$ cat src/rtl/qspi_pkg.sv
// -----------------------------------------------------------------------------
// qspi_pkg
// Shared definitions for the QSPI TX sequencer slice:
//   - default FIFO word width and byte-length width
//   - bytes per FIFO word for the default word width
//   - FSM state encoding (S_IDLE .. S_DONE), visible on the top's debug port
// -----------------------------------------------------------------------------
package qspi_pkg;

    localparam int DATA_W_DEFAULT = 32;
    localparam int LEN_W_DEFAULT  = 16;
    localparam int BYTES_PER_WORD = DATA_W_DEFAULT / 8;

    typedef enum logic [2:0] {
        S_IDLE  = 3'd0,
        S_POP   = 3'd1,
        S_LOAD  = 3'd2,
        S_SHIFT = 3'd3,
        S_DONE  = 3'd4
    } state_t;

endpackage

$ cat src/rtl/qspi_byte_unpacker.sv
// -----------------------------------------------------------------------------
// qspi_byte_unpacker
// Holds one FIFO word and walks through its bytes, least significant first.
// Ports:
//   clk, resetn   clock, asynchronous active-low reset
//   load          capture word_in and rewind the byte index to 0
//   advance       step to the next byte (ignored when load is high)
//   word_in       FIFO read data
//   byte_out      currently selected byte of the held word
//   last          the selected byte is the final byte of the word
// -----------------------------------------------------------------------------
module qspi_byte_unpacker
    import qspi_pkg::*;
#(
    parameter int DATA_W = DATA_W_DEFAULT
) (
    input  logic              clk,
    input  logic              resetn,
    input  logic              load,
    input  logic              advance,
    input  logic [DATA_W-1:0] word_in,
    output logic [7:0]        byte_out,
    output logic              last
);

    localparam int BPW   = DATA_W / 8;
    localparam int IDX_W = (BPW > 1) ? $clog2(BPW) : 1;

    logic [DATA_W-1:0] word_q;
    logic [IDX_W-1:0]  idx_q;

    always_ff @(posedge clk or negedge resetn) begin
        if (!resetn) begin
            word_q <= '0;
            idx_q  <= '0;
        end else if (load) begin
            word_q <= word_in;
            idx_q  <= '0;
        end else if (advance) begin
            idx_q  <= idx_q + IDX_W'(1);
        end
    end

    // {idx, 3'b000} is the bit offset 8*idx of the selected byte.
    assign byte_out = word_q[{idx_q, 3'b000} +: 8];
    assign last     = (idx_q == IDX_W'(BPW - 1));

endmodule

$ cat src/rtl/qspi_tx_sequencer.sv
// -----------------------------------------------------------------------------
// qspi_tx_sequencer
// Pops 32-bit words from the TX FIFO and feeds them to the shift engine as a
// byte stream (LSB first), stopping after exactly len bytes.
// Optional feature macro: QSPI_TX_SEQ_STALL_TIMEOUT_EN (empty-FIFO stall
// timeout that raises underrun_o and terminates the transfer).
// Ports:
//   clk, resetn       clock, asynchronous active-low reset
//   start_i, len_i    one-cycle start request and byte count (IDLE only)
//   abort_i           cancel the current transfer (no done_o)
//   fifo_rd_en_o      pop strobe; fifo_rd_data_i is valid the cycle after
//   fifo_rd_data_i    FIFO read data
//   fifo_empty_i      FIFO empty flag
//   byte_valid_o      byte stream valid
//   byte_data_o       byte to the shifter
//   byte_ready_i      shifter ready
//   busy_o            transfer in progress
//   done_o            one-cycle pulse after the last byte is accepted
//   underrun_o        sticky stall-timeout flag, cleared by an accepted start
//   bytes_left_o      bytes not yet accepted
//   dbg_state         current FSM state
//
// Byte stream handshake: a byte transfers on a rising edge where byte_valid_o
// and byte_ready_i are both high; while valid is high and ready is low the
// byte and valid are held unchanged. abort_i (or a stall timeout) in the same
// cycle overrides the transfer, so that byte counts as not sent.
// -----------------------------------------------------------------------------
module qspi_tx_sequencer
    import qspi_pkg::*;
#(
    parameter int DATA_W         = DATA_W_DEFAULT,
    parameter int LEN_W          = LEN_W_DEFAULT,
    parameter int TIMEOUT_CYCLES = 1024
) (
    input  logic              clk,
    input  logic              resetn,
    input  logic              start_i,
    input  logic [LEN_W-1:0]  len_i,
    input  logic              abort_i,
    output logic              fifo_rd_en_o,
    input  logic [DATA_W-1:0] fifo_rd_data_i,
    input  logic              fifo_empty_i,
    output logic              byte_valid_o,
    output logic [7:0]        byte_data_o,
    input  logic              byte_ready_i,
    output logic              busy_o,
    output logic              done_o,
    output logic              underrun_o,
    output logic [LEN_W-1:0]  bytes_left_o,
    output state_t            dbg_state
);

    state_t           state_q, state_d;
    logic             rd_en_d, valid_d, done_d, busy_d;
    logic [LEN_W-1:0] left_d;
    logic             load, advance, last_byte;
    logic             handshake, start_ok, timeout;

    assign handshake = byte_valid_o && byte_ready_i;
    assign start_ok  = (state_q == S_IDLE) && start_i && !abort_i;
    assign dbg_state = state_q;

    qspi_byte_unpacker #(.DATA_W(DATA_W)) u_unpacker (
        .clk      (clk),
        .resetn   (resetn),
        .load     (load),
        .advance  (advance),
        .word_in  (fifo_rd_data_i),
        .byte_out (byte_data_o),
        .last     (last_byte)
    );

`ifdef QSPI_TX_SEQ_STALL_TIMEOUT_EN
    localparam int STALL_W = $clog2(TIMEOUT_CYCLES + 1);

    logic [STALL_W-1:0] stall_q, stall_d;

    // Counts consecutive POP cycles spent waiting on an empty FIFO; any pop
    // or leaving POP clears it.
    always_comb begin
        stall_d = '0;
        timeout = 1'b0;
        if (state_q == S_POP && !fifo_rd_en_o && fifo_empty_i) begin
            if (stall_q == STALL_W'(TIMEOUT_CYCLES - 1)) begin
                timeout = 1'b1;
            end else begin
                stall_d = stall_q + STALL_W'(1);
            end
        end
    end

    always_ff @(posedge clk or negedge resetn) begin
        if (!resetn) begin
            stall_q    <= '0;
            underrun_o <= 1'b0;
        end else begin
            stall_q <= stall_d;
            if (start_ok) begin
                underrun_o <= 1'b0;
            end else if (timeout) begin
                underrun_o <= 1'b1;
            end
        end
    end
`else
    assign timeout    = 1'b0;
    // Constant-false; keeps the parameter referenced when the timeout is absent.
    assign underrun_o = (TIMEOUT_CYCLES < 0);
`endif

    // rd_en, valid and done are registered, so each is computed here from the
    // state being entered. A pop is only scheduled when the FIFO is non-empty
    // now; this block is the only reader, so it stays non-empty next cycle.
    always_comb begin
        state_d = state_q;
        rd_en_d = 1'b0;
        valid_d = 1'b0;
        done_d  = 1'b0;
        busy_d  = busy_o;
        left_d  = bytes_left_o;
        load    = 1'b0;
        advance = 1'b0;

        case (state_q)
            S_IDLE: begin
                if (start_ok) begin
                    if (len_i != '0) begin
                        state_d = S_POP;
                        busy_d  = 1'b1;
                        left_d  = len_i;
                        rd_en_d = !fifo_empty_i;
                    end else begin
                        state_d = S_DONE;
                        done_d  = 1'b1;
                    end
                end
            end
            S_POP: begin
                if (fifo_rd_en_o) begin
                    state_d = S_LOAD;
                end else if (!fifo_empty_i) begin
                    rd_en_d = 1'b1;
                end
            end
            S_LOAD: begin
                load    = 1'b1;
                state_d = S_SHIFT;
                valid_d = 1'b1;
            end
            S_SHIFT: begin
                valid_d = 1'b1;
                if (handshake) begin
                    advance = 1'b1;
                    left_d  = bytes_left_o - LEN_W'(1);
                    if (bytes_left_o == LEN_W'(1)) begin
                        state_d = S_DONE;
                        valid_d = 1'b0;
                        done_d  = 1'b1;
                    end else if (last_byte) begin
                        state_d = S_POP;
                        valid_d = 1'b0;
                        rd_en_d = !fifo_empty_i;
                    end
                end
            end
            S_DONE: begin
                busy_d  = 1'b0;
                state_d = S_IDLE;
            end
            default: begin
                state_d = S_IDLE;
            end
        endcase

        // Abort and stall timeout both drop the transfer without done_o.
        if ((abort_i && state_q != S_IDLE) || timeout) begin
            state_d = S_IDLE;
            rd_en_d = 1'b0;
            valid_d = 1'b0;
            done_d  = 1'b0;
            busy_d  = 1'b0;
            left_d  = '0;
            load    = 1'b0;
            advance = 1'b0;
        end
    end

    always_ff @(posedge clk or negedge resetn) begin
        if (!resetn) begin
            state_q      <= S_IDLE;
            fifo_rd_en_o <= 1'b0;
            byte_valid_o <= 1'b0;
            done_o       <= 1'b0;
            busy_o       <= 1'b0;
            bytes_left_o <= '0;
        end else begin
            state_q      <= state_d;
            fifo_rd_en_o <= rd_en_d;
            byte_valid_o <= valid_d;
            done_o       <= done_d;
            busy_o       <= busy_d;
            bytes_left_o <= left_d;
        end
    end

endmodule
$ cat config.mk
export PLATFORM = sky130hd
export DESIGN_NAME = qspi_tx_sequencer
export DESIGN_NICKNAME = d
export VERILOG_FILES = /design/src/rtl/qspi_pkg.sv /design/src/rtl/qspi_byte_unpacker.sv /design/src/rtl/qspi_tx_sequencer.sv
export SDC_FILE = /design/constraint.sdc
export NUM_CORES = 1
export LEC_CHECK = 0
export BUFFER_PORTS_ARGS = -buffer_cell sky130_fd_sc_hd__buf_4
export CAP_MARGIN = 20
export CORE_MARGIN = 5
export CORE_UTILIZATION = 45
export DETAILED_ROUTE_END_ITERATION = 10
export HOLD_SLACK_MARGIN = 0.06
export PLACE_DENSITY = 0.74
export SLEW_MARGIN = 25
export SYNTH_ARGS = -nofsm -noshare
export SYNTH_HDL_FRONTEND = slang
export SYNTH_SLANG_ARGS = --single-unit
$ cat constraint.sdc
create_clock -name clk -period 4.7 [get_ports clk]
set_input_delay 0 -clock clk [delete_from_list [all_inputs] [get_ports clk]]
set_output_delay 0 -clock clk [all_outputs]
set_load 0.02 [all_outputs]
==> results.md <==
- Outcome: finished clean
- RSZ-0062 raised after global routing: no
- Crit path capture type: flop
- F_max: 0.394 GHz
- Synthesized flop and latch total: 57
- Critical-path top delay cell: nor2_1
- Cell Pwr Density: 505 nW/um^2
- Crit path kind: input port to flop
- Share of cells above drive strength 1: 0.354
- Ports: 86
- Synth area leader: dfrtp_1
- Ant. Diodes: 0
- Cells resized by post-CTS repair: 0
- CTS Buffer Depth: 2
- Adder-Cell Fraction of Synth Area: 0.0123
- Max Cap Viol: 0
- Layout area overhead: 44.6%
- Reg clk slew, reported paths: 0.07 ns
- Seq. cell area: 1430 um^2
- Number of nets still failing antenna checks after routing: 0
- Final wirelength: 8180 um
- GRT overflow: 0
- Vias in the first global route: 2809
- Min Hold Slack: 0.0784 ns
- EDFF count, synth: 0
- Crit path launch type: input port
- Die area: 8510 um^2
- Minimum clock period: 2.54 ns
- Core area: 6680 um^2
- Mapped Nets: 333
- Number of CTS-inserted buffers: 9
- Worst vdd ir: 266 uV
- Syn avg cell area: 11.0 um^2
- Avg WL per Cell: 16.6 um
- GPL Wtd Cong: 0.856
- DRC violation count after routing: 0
- DIE WIDTH: 92.2 um
- Hold Path Class: input port to flop
- DR vias: 2733
- Top-area cell type share of the netlist area: 0.469
- Synth Area in XOR/XNOR: 0.00288
- Most frequent cells in the layout: buf_4, dfrtp_1, dlygate4sd3_1
- Final Hold Fails: 0
- Worst Path Max Fanout: 13
- Fin Setup TNS: 0 ns
- CTS tree: done
- Worst stage delay on the critical path: 0.72 ns
- Final Skew: 0.00987 ns
- Dpl hpwl: 5510 um
- Mux cell area share after synthesis: 0.178
- Worst EP required: 4.88 ns
- Critical Path AT: 2.72 ns
- Clock Tree Root: clkbuf_8
- Initial antenna violation count: 0
- Port bufs: 84
- Mapped cell area: 3040 um^2
- Largest net degree at the start of global routing: 58
- Worst-Skew Late Latency: 0.34 ns
- Drt first-iter violations: 164
- Site row count: 30
- First-pass GRT wire length: 13300 um
- Final setup vio count: 0
- Main synth FF type: dfrtp_1
- Gr usage total: 0.197
- DR vias/cell: 5.55
- Layout Nets: 464
- Largest family of logic cells by synthesized area: multiplexers
- Number of iterations in the first detailed-routing pass: 4
- Num Clock Sinks: 57
- Compound-cell area share of the yosys netlist: 0.155
- Leading cell type in the layout, fill and taps excluded: buf_4
- Largest cells by area after synthesis: dfrtp_1, mux2_2, mux4_2
- Yosys warns: 0
- Worst-path cell chain: dlygate4sd3_1, buf_4, nor4_1, a41oi_1, and2_1, nor2_1, o21ai_1
- Chip height: 92.2 um
- Worst-Margin Slew: 0.956 ns
- Synth unique cells: 52
- H-tree Lvls: 3
- Asr flop ratio synth: 1.00
- Crit share post-route: 0.540
- Sequential element share of the synthesized area: 0.469
- Fill count: 500
- Syn Inst Count: 276
- Area of the multi-input gates: 1510 um^2
- Leak Pwr: 2.02 nW
- Final Max Tran Viols: 0
- Max-slew headroom: 0.360
- Synth Area in Simple Gates: 0.147
- Initial core utilization: 0.455
[cell usage after synthesis, drive strengths merged, types with 2 or more instances]
cell type,count
nor3b,2
a21o,2
and2,4
clkbuf,8
buf,9
a21oi,22
nand4,2
dfrtp,57
a31oi,2
nand3,5
a41o,2
o22a,2
nor2,22
nor4b,2
and3,3
a41oi,2
mux4,8
o22ai,2
nand2,10
or4,2
nand3b,2
or3,2
mux2,32
o21ai,29
nor4,10
ha,3
nor3,9
inv,6
[flip-flops by register name, summed over array words and instances, names as in the netlist]
| signal | count |
|---|---|
| done_o | 1 |
| busy_o | 1 |
| u_unpacker.word_q | 32 |
| byte_valid_o | 1 |
| dbg_state | 3 |
| u_unpacker.idx_q | 2 |
| bytes_left_o | 16 |
| fifo_rd_en_o | 1 |
[where the power goes]
part	total [mW]	switching, mW	internal [mW]
Sequential	0.873	0.201	0.673
Clock	0.411	0.195	0.217
Combinational	0.936	0.473	0.464
[cell type report]
cell class,count,share of cell area
clock inverter,5,0.00682
multi-input combinational,196,0.343
tap,80,0.0227
inverter,6,0.00512
sequential,57,0.324
timing repair buffer,137,0.263
clock buffer,11,0.0344
[path summary, 6_finish.rpt]
kind / start / end / slack [ns] / cells after the start
worst max-delay path: len_i[0] / bytes_left_o[9] / 2.16 / 7
worst min-delay path: start_i / done_o / 0.08 / 4
worst max register to register: dbg_state[0] / bytes_left_o[9] / 2.34 / 5
worst min register to register: u_unpacker.word_q[14] / u_unpacker.word_q[14] / 0.48 / 1
max in group asynchronous: resetn / byte_valid_o / 3.95 / 2
min in group asynchronous: resetn / done_o / 0.27 / 2
[cells by family (layout without fill, tap and decap cells)]
group,after synthesis,after routing
and+or+nand+nor,77,77
AOI/OAI and AO/OA,74,74
DFF,57,57
muxes,40,40
buffers and inverters,23,159
adders and majority gates,3,3
other,1,1
xor gates and xnor gates,1,1
[stage by stage]
step                      cells  total power [mW]  worst slack [ns]  instance area [um^2]  utilization
after floorplan             276              1.44              2.85                  3040            -
after global placement      424              1.75              2.49                  3700        0.554
after detailed placement    424              1.78              2.34                  3700        0.554
after CTS                   492              2.23              2.19                  4400        0.659
after global routing        492              2.36              2.05                  4400        0.659
final                       492              2.22              2.16                  4400        0.659
[per-layer routing]
metal | wire, um | track usage
met5 | 0 | 0
met4 | 106 | 0.0631
met3 | 658 | 0.0632
met2 | 4040 | 0.330
met1 | 3380 | 0.242
[what timing repair did]
action | 4_1_cts | 5_1_grt
endpoints found under the hold margin | 108 | 0
hold buffers | 52 | 0
setup buffers | 0 | 0
[worst max-delay path: cells and delay by family]
kind	cells	cell delay, ns
buf+inv	2	0.68
compound gates	2	0.51
simple gates	3	1.53
Power figures use the tool's default switching activity.
